[src/rtl/vga_timing.sv]
// vga_timing: 800x480 raster counters, syncs and display enable aligned with frame-buffer colour.
// Optional VGA_TEST_PATTERN_EN adds a test_mode input that substitutes 64-pixel colour bars.
module vga_timing #(
    parameter int H_VISIBLE     = 800,
    parameter int H_FRONT       = 40,
    parameter int H_SYNC        = 48,
    parameter int H_BACK        = 88,
    parameter int V_VISIBLE     = 480,
    parameter int V_FRONT       = 13,
    parameter int V_SYNC        = 3,
    parameter int V_BACK        = 32,
    parameter int HSYNC_POL     = 0,
    parameter int VSYNC_POL     = 0,
    parameter int PIXEL_LATENCY = 2
) (
    input  logic        clk,
    input  logic        reset,
`ifdef VGA_TEST_PATTERN_EN
    input  logic        test_mode,
`endif
    input  logic [2:0]  pixel_in,
    output logic [10:0] vga_h,
    output logic [10:0] vga_v,
    output logic        hsync,
    output logic        vsync,
    output logic        de,
    output logic [2:0]  rgb,
    output logic        frame_start
);
    localparam logic [10:0] H_VIS    = 11'(H_VISIBLE);
    localparam logic [10:0] HS_START = 11'(H_VISIBLE + H_FRONT);
    localparam logic [10:0] HS_END   = 11'(H_VISIBLE + H_FRONT + H_SYNC);
    localparam logic [10:0] H_LAST   = 11'(H_VISIBLE + H_FRONT + H_SYNC + H_BACK - 1);
    localparam logic [10:0] V_VIS    = 11'(V_VISIBLE);
    localparam logic [10:0] VS_START = 11'(V_VISIBLE + V_FRONT);
    localparam logic [10:0] VS_END   = 11'(V_VISIBLE + V_FRONT + V_SYNC);
    localparam logic [10:0] V_LAST   = 11'(V_VISIBLE + V_FRONT + V_SYNC + V_BACK - 1);
    localparam logic        HS_ACT   = HSYNC_POL != 0;
    localparam logic        VS_ACT   = VSYNC_POL != 0;

    generate
        if (PIXEL_LATENCY < 1 || PIXEL_LATENCY > 8 || H_FRONT == 0 || H_SYNC == 0 || H_BACK == 0 ||
            V_FRONT == 0 || V_SYNC == 0 || V_BACK == 0) begin : g_bad_params
            $error("vga_timing: illegal PIXEL_LATENCY or zero porch/sync width");
        end
    endgenerate

    always_ff @(posedge clk) begin
        if (reset) begin
            vga_h <= '0;
            vga_v <= '0;
        end else begin
            vga_h <= vga_h == H_LAST ? 11'd0 : vga_h + 11'd1;
            if (vga_h == H_LAST)
                vga_v <= vga_v == V_LAST ? 11'd0 : vga_v + 11'd1;
        end
    end

    logic de_raw, hs_raw, vs_raw;
    assign de_raw = vga_h < H_VIS && vga_v < V_VIS;
    assign hs_raw = vga_h >= HS_START && vga_h < HS_END;
    assign vs_raw = vga_v >= VS_START && vga_v < VS_END;
    assign frame_start = !reset && vga_h == 11'd0 && vga_v == 11'd0;

    // Each stage holds {de, hsync_active, vsync_active}; polarity is applied only at the pins.
    logic [2:0] line_sr [PIXEL_LATENCY];
    always_ff @(posedge clk) begin
        if (reset) begin
            for (int i = 0; i < PIXEL_LATENCY; i++) line_sr[i] <= 3'b000;
        end else begin
            line_sr[0] <= {de_raw, hs_raw, vs_raw};
            for (int i = 1; i < PIXEL_LATENCY; i++) line_sr[i] <= line_sr[i-1];
        end
    end

    logic [2:0] tail, colour;
    assign tail = line_sr[PIXEL_LATENCY-1];
`ifdef VGA_TEST_PATTERN_EN
    logic [2:0] pat_sr [PIXEL_LATENCY];
    always_ff @(posedge clk) begin
        if (reset) begin
            for (int i = 0; i < PIXEL_LATENCY; i++) pat_sr[i] <= 3'b000;
        end else begin
            pat_sr[0] <= vga_h[8:6];
            for (int i = 1; i < PIXEL_LATENCY; i++) pat_sr[i] <= pat_sr[i-1];
        end
    end
    assign colour = test_mode ? pat_sr[PIXEL_LATENCY-1] : pixel_in;
`else
    assign colour = pixel_in;
`endif

    always_ff @(posedge clk) begin
        if (reset) begin
            hsync <= !HS_ACT;
            vsync <= !VS_ACT;
            de    <= 1'b0;
            rgb   <= 3'b000;
        end else begin
            hsync <= tail[1] ? HS_ACT : !HS_ACT;
            vsync <= tail[0] ? VS_ACT : !VS_ACT;
            de    <= tail[2];
            rgb   <= tail[2] ? colour : 3'b000;
        end
    end
endmodule

[config.mk]
export PLATFORM = sky130hd
export DESIGN_NAME = vga_timing
export DESIGN_NICKNAME = d
export VERILOG_FILES = /design/src/rtl/vga_timing.sv
export SDC_FILE = /design/constraint.sdc
export NUM_CORES = 1
export LEC_CHECK = 0
export CORE_MARGIN = 2
export CORE_UTILIZATION = 44
export DETAILED_ROUTE_END_ITERATION = 16
export GPL_TIMING_DRIVEN = 0
export PLACE_DENSITY_LB_ADDON = 0.2
export SLEW_MARGIN = 20
export SYNTH_ARGS = -nofsm -noshare
export SYNTH_HDL_FRONTEND = slang
export SYNTH_SLANG_ARGS = --single-unit
[constraint.sdc]
create_clock -name clk -period 4.6 [get_ports clk]
set_input_delay 0.69 -clock clk [delete_from_list [all_inputs] [get_ports clk]]
set_output_delay 0.69 -clock clk [all_outputs]
set_load 0.02 [all_outputs]
==> impl_metrics.py, run 1 <==
metrics = {
    "yosys": {
        "syn_inst": 162,
        "syn-num-nets": 172,
        "ys_seq_area_share_pct": 46.9,
        "yosysWarnings": 0,
        "synth_area_per_cell_um2": 8.97,
        "yosys.cell_types.count": 32,
        "ys_ff_latch": 34,
        "syn_area_mm2": 0.00145,
    },
    "floorplanning": {
        "rows": 20,
        "io_pins": 34,
        "die_h_um": 61.5,
        "die_w_um": 61.5,
        "start_util_pct": 46.8,
        "coreArea_mm2": 0.00310,
        "die-area_mm2": 0.00378,
    },
    "clocking": {
        "cts-root-buf": "clkbuf_4",
        "clock_path_buffers": 2,
        "post_cts_buffers": 0,
        "cts_resized": 0,
        "htreeDepth": 2,
        "clock_latency_ns": 0.34,
        "clk_pin_slew_ns": 0.10,
        "cts-buffers-inserted": 5,
        "cts-hold-fix-buffers": 0,
        "cts.sinks": 34,
        "cts_tree": "built",
    },
    "power": {
        "p_leak_nw": 0.655,
        "p_per_area_mw_per_mm2": 318,
        "totalPowerFinal_mw": 0.619,
        "vdd_drop_max_uv": 251,
    },
    "sta": {
        "timing.final.crit_share_pct": 71.5,
        "slew_viol_final": 0,
        "setup_viol": 0,
        "clock_skew_ns": 0.00889,
        "clock.fmax_ghz": 0.304,
        "worst_slew_pin_slew_ns": 0.613,
        "fin_setup_tns_ns": 0,
        "finalCriticalPeriod_ns": 3.29,
        "rsz0062_at_grt": "false",
        "hold_viol": 0,
        "relSlewSlack_pct": 58.8,
    },
    "global_route": {
        "grt_pass1_vias": 1162,
        "grt.total_usage_pct": 19.3,
        "grt_pass1_wl_mm": 5.24,
        "overflow": 0,
        "grt_start_max_net_pins": 12,
        "antenna_found_initial": 0,
    },
    "place": {
        "placed_cell_area_mm2": 0.00184,
        "port_buffers": 33,
        "dp.final_hpwl_mm": 2.23,
        "gp_congestion": 0.824,
    },
    "final_layout": {
        "final_common_cell": "dfxtp_1",
        "register_area_um2": 681,
        "nNetsFinal": 212,
        "synthToLayoutAreaGrowth_pct": 34.2,
        "num-fill-cells": 307,
        "drive_gt1_share_pct": 5.91,
        "most-common-layout-cells": "34 x dfxtp_1, 33 x clkdlybuf4s50_1, 21 x nor2_1",
        "final_util_pct": 62.8,
        "multi_input_area_um2": 728,
        "num_antenna_cells": 0,
        "finish.instance_area_mm2": 0.00195,
    },
    "worst_setup_path": {
        "r2r_setup_slack_ns": 2.33,
        "startpoint_type": "input port",
        "cp.arrival_ns": 2.60,
        "crit_type": "in -> out",
        "cp-endpoint": "frame_start",
        "worstReg2RegStart": "vga_h[3]$_SDFF_PP0_",
        "rr_endpoint": "vga_v[6]$_SDFFE_PP0N_",
        "cp_max_fo": 7,
        "end_kind": "output port",
        "critPathLaunch": "reset",
        "worstPathRequired_ns": 3.91,
        "worstRegToRegCells": 6,
    },
    "worst_hold_path": {
        "hold_depth": 1,
        "hold_path.class": "reg -> reg",
    },
    "routing": {
        "num_vias": 1296,
        "post_drt_wl_per_cell_um": 12.6,
        "drt_iter0_drc": 80,
        "drtAntennaViolNets": 0,
        "wl_mm": 3.11,
        "via_per_inst": 5.25,
        "remaining_drc_errors": 0,
        "firstDrtPassIters": 4,
    },
    "run_status": {
        "status": "completed",
    },
    "run": {
        "drv_cap": 0,
    },
}
## power by group
part	switching, mW	internal (mW)
Clock	0.0998	0.184
Sequential	0.00265	0.298
Combinational	0.0182	0.0159
Total	0.121	0.498
## critical path: stages
cell             delay (ns)
clkdlybuf4s50_1        0.53
nor4_1                 0.28
nand3_1                0.14
nor4_1                 0.31
clkdlybuf4s50_1        0.66
## routing by layer
metal / global-route usage [%] / up-vias / part of all wire, %
li1: - / 646 / -
met1: 24.8 / 596 / 46
met2: 29.9 / 49 / 46
met3: 6.93 / 5 / 6.8
met4: 7.29 / 0 / 1.5
met5: 0 / - / 0
## worst min path at each step
stage,startpoint,end,slack [ns]
6_report,line_sr[0][3]$_SDFF_PP0_,vsync$_SDFF_PP1_,0.38
5_1_grt,line_sr[0][4]$_SDFF_PP0_,hsync$_SDFF_PP1_,0.43
4_1_cts,line_sr[0][3]$_SDFF_PP0_,vsync$_SDFF_PP1_,0.39
3_5_place_dp,line_sr[0][3]$_SDFF_PP0_,vsync$_SDFF_PP1_,0.36
3_3_place_gp,line_sr[0][3]$_SDFF_PP0_,vsync$_SDFF_PP1_,0.36
2_1_floorplan,line_sr[0][4]$_SDFF_PP0_,hsync$_SDFF_PP1_,0.36
## area by class of cell
type | count | area share (%)
Buffer | 5 | 1.09
Clock buffer | 6 | 2.63
Clock inverter | 2 | 3.08
Inverter | 6 | 1.16
Multi-Input combinational cell | 117 | 37.4
Sequential cell | 34 | 34.9
Tap cell | 44 | 2.82
Timing Repair Buffer | 33 | 16.9
## flip-flops by register name, summed over array words and instances (netlist names)
register  count
rgb           3
line_sr       6
vga_h        11
de            1
vsync         1
hsync         1
vga_v        11
## cell families after synthesis
group	Yosys count	share of synthesized area [%]
and+or+nand+nor	85	32.0
DFF	34	46.9
xor gates and xnor gates	14	8.44
AOI/OAI and AO/OA	12	4.74
buffers and inverters	11	3.01
adders and majority gates	5	4.31
muxes	1	0.689
## stage by stage
step	std cells	hold WS (ns)	setup slack (ns)
after floorplan	162	0.356	2.19
after global placement	239	0.358	1.28
after detailed placement	239	0.363	1.29
after CTS	247	0.388	1.29
after global routing	247	0.429	1.24
final	247	0.383	1.31
## cells in the mapped netlist
| library cell | number | area (um^2) |
|---|---|---|
| a31oi_1 | 1 | 6.26 |
| mux2i_1 | 1 | 10.0 |
| o21ai_0 | 3 | 15.0 |
| nor2_1 | 21 | 78.8 |
| or3_1 | 2 | 12.5 |
| or3_4 | 1 | 11.3 |
| xor2_1 | 3 | 26.3 |
| clkbuf_1 | 3 | 11.3 |
| nand2b_1 | 4 | 25.0 |
| dfxtp_1 | 34 | 681 |
| nand3b_1 | 1 | 7.51 |
| and4_1 | 1 | 8.76 |
| nor4b_1 | 2 | 17.5 |
| xnor2_1 | 11 | 96.3 |
| nand2_1 | 8 | 30.0 |
| and3_1 | 1 | 6.26 |
| nand4_1 | 5 | 31.3 |
| o31ai_1 | 2 | 15.0 |
| or4b_1 | 1 | 10.0 |
| nor2b_1 | 4 | 25.0 |
| buf_2 | 2 | 10.0 |
| inv_1 | 6 | 22.5 |
| nor4_1 | 8 | 50.1 |
| nor3b_1 | 1 | 7.51 |
| or4_4 | 1 | 11.3 |
| or4_1 | 3 | 22.5 |
| nor3_1 | 9 | 45.0 |
| and2_1 | 3 | 18.8 |
| o21bai_1 | 1 | 7.51 |
| ha_1 | 5 | 62.6 |
| a21oi_1 | 5 | 25.0 |
| nand3_1 | 9 | 45.0 |
No activity file was read; power rests on OpenSTA's default activity.
==> inputs of run 2 (changes only) <==
- clock period: 4.6 -> 3.25 ns (I/O delays scaled with it)
==> results of run 2 <==
Same layout as run 1 (identical final DEF). Status: completed.
Main changes from that run: setup slack after placement 1.29 ns -> 0.345 ns; setup slack after layout 1.31 ns -> 0.364 ns; register-to-register setup slack 2.33 ns -> 0.98 ns; total power 0.619 mW -> 0.876 mW; worst IR drop on VDD 251 uV -> 355 uV
==> inputs of run 3 (changes only) <==
- ABC_AREA: not set -> 1
- SETUP_SLACK_MARGIN: not set -> 0.2
==> run 3 against run 2 <==
Cell area increased by 8.9%. Synthesized cell count is 44% higher. Register-to-register slack gained 0.71 ns. Cell count up 31%. Clock-buffer cell count is the same. Die area rose by 12%. Synthesized area up 13%. Worst hold slack got worse by 0.011 ns. Sequential power barely moved. Fmax rose by 9.6%. First-iteration DRC count shrank 16%. Critical path type unchanged. Highest routed layer unchanged.
==> impl_metrics.py, run 3 <==
metrics = {
    "final_layout": {
        "nNetsFinal": 284,
        "layout.cells.non_filler": 323,
        "top_regs": "vga_h x11, vga_v x11, line_sr x6",
        "drive_gt1_share_pct": 8.36,
        "num_antenna_cells": 0,
        "most-common-layout-cells": "56 x nand2_1, 41 x nor2_1, 34 x dfxtp_1",
        "final_common_cell": "nand2_1",
        "synthToLayoutAreaGrowth_pct": 29.6,
    },
    "worst_setup_path": {
        "startpoint_type": "input port",
        "worstPathRequired_ns": 2.76,
        "worstReg2RegStart": "vga_h[0]$_SDFF_PP0_",
        "crit_type": "in -> out",
        "critPathLaunch": "reset",
        "end_kind": "output port",
        "cp_max_fo": 8,
        "r2r_setup_slack_ns": 1.69,
        "cp.arrival_ns": 2.15,
    },
    "yosys": {
        "yosysWarnings": 0,
        "yosysMostFrequentCell": "nand2_1",
        "synth_ff_type": "dfxtp_1",
        "synth-edff-count": 0,
        "ys_seq_area_share_pct": 41.6,
        "ys_async_sr_fraction_pct": 0,
        "syn_area_mm2": 0.00164,
        "synthTopCellsByArea": "dfxtp_1 42%, nand2_1 13%, nor2_1 9.4%",
        "synth_common_cells": "56 x nand2_1, 41 x nor2_1, 34 x dfxtp_1",
        "ys_ff_latch": 34,
        "synth_area_per_cell_um2": 7.00,
        "yosys.cell_types.count": 24,
        "syn-num-nets": 244,
        "syn_inst": 234,
        "synth_top_area_share_pct": 41.6,
        "yosys.area.top_type": "dfxtp_1",
    },
    "clocking": {
        "htreeDepth": 2,
        "cts.sinks": 34,
        "clk_pin_slew_ns": 0.07,
        "cts_tree": "built",
        "cts-root-buf": "clkbuf_8",
        "cts-buffers-inserted": 5,
        "cts-hold-fix-buffers": 0,
        "clock_latency_ns": 0.28,
        "clock_path_buffers": 2,
        "post_cts_buffers": 0,
        "cts_resized": 0,
    },
    "sta": {
        "rsz0062_at_grt": "false",
        "relSlewSlack_pct": 64.9,
        "finalCriticalPeriod_ns": 2.63,
        "timing.final.crit_share_pct": 81.1,
        "worst_slew_pin_slew_ns": 0.527,
        "hold_viol": 0,
        "clock_skew_ns": 0.00210,
        "clock.fmax_ghz": 0.380,
        "setup_viol": 0,
        "fin_setup_tns_ns": 0,
        "slew_viol_final": 0,
    },
    "routing": {
        "num_vias": 1539,
        "firstDrtPassIters": 4,
        "wl_mm": 3.51,
        "drtAntennaViolNets": 0,
        "via_per_inst": 4.76,
        "remaining_drc_errors": 0,
        "drt_iter0_drc": 67,
        "post_drt_wl_per_cell_um": 10.9,
    },
    "floorplanning": {
        "coreArea_mm2": 0.00361,
        "rows": 22,
        "start_util_pct": 45.4,
        "die-area_mm2": 0.00423,
        "die_w_um": 65.0,
        "die_h_um": 65.0,
        "io_pins": 34,
    },
    "worst_hold_path": {
        "hold_start": "line_sr[0][4]$_SDFF_PP0_",
        "hold_path.class": "reg -> reg",
    },
    "global_route": {
        "grt.total_usage_pct": 17.8,
        "grt_start_max_net_pins": 12,
        "grt_pass1_wl_mm": 5.75,
        "overflow": 0,
        "grt_pass1_vias": 1273,
        "antenna_found_initial": 0,
    },
    "place": {
        "dp.cells": 315,
        "gp_congestion": 0.903,
        "dp.final_hpwl_mm": 2.63,
        "port_buffers": 33,
    },
    "power": {
        "p_per_area_mw_per_mm2": 374,
        "vdd_drop_max_uv": 355,
        "p_leak_nw": 0.884,
    },
    "run": {
        "drv_cap": 0,
    },
    "run_status": {
        "status": "completed",
    },
}
## run 3: critical path, cell delays in order
cell	delay, ns
clkdlybuf4s50_1	0.45
inv_2	0.18
nand3_1	0.10
nor2_1	0.11
nand3_1	0.08
nor2_1	0.12
clkdlybuf4s50_1	0.61
## run 3: cell type report
cell class | count | area, um^2
buffer | 2 | 15.0
fill | 372 | 1480
inverter | 36 | 135
tap | 48 | 60.1
timing repair buffer | 33 | 330
sequential | 34 | 681
clock inverter | 2 | 12.5
multi-input combinational | 162 | 807
clock buffer | 6 | 82.6
## run 3: power breakdown
group / switching [mW] / leakage (nW) / internal, mW
logic: 0.0254 / 0.562 / 0.0209
clock network: 0.150 / 0.0472 / 0.170
registers: 0.00444 / 0.276 / 0.422
## run 3: kinds of logic (layout without fill, tap and decap cells)
kind of cell	count (synthesis)	in the layout	share of synthesized area [%]
AOI/OAI and AO/OA	12	12	4.35
xor gates and xnor gates	5	5	2.67
adders and majority gates	5	5	3.82
buffers and inverters	38	79	9.17
DFF	34	34	41.6
and+or+nand+nor	140	140	38.4
## run 3: worst paths after layout
| kind | to | cells after the start |
|---|---|---|
| hold / removal | hsync$_SDFF_PP1_ | 1 |
| hold reg to reg | hsync$_SDFF_PP1_ | 1 |
| setup / recovery | frame_start | 7 |
| setup reg to reg | vga_v[5]$_SDFFE_PP0N_ | 9 |
## run 3: metrics by stage
stage	setup WS, ns	hold WS (ns)	power [mW]	utilization (%)	cell area, um^2
detailed placement	0.597	0.357	0.483	56.2	2030
global placement	0.589	0.354	0.483	56.2	2030
global route	0.457	0.381	0.826	58.9	2120
floorplan	1.60	0.351	0.461	-	1640
CTS	0.594	0.373	0.805	58.9	2120
finish	0.616	0.372	0.793	58.9	2120
## run 3: layer usage
layer,wire length [um],GRT usage [%],vias to the layer above
li1,-,-,807
met1,1670,22.8,704
met2,1650,29.1,23
met3,147,4.69,5
met4,46,6.25,0
met5,0,0,-
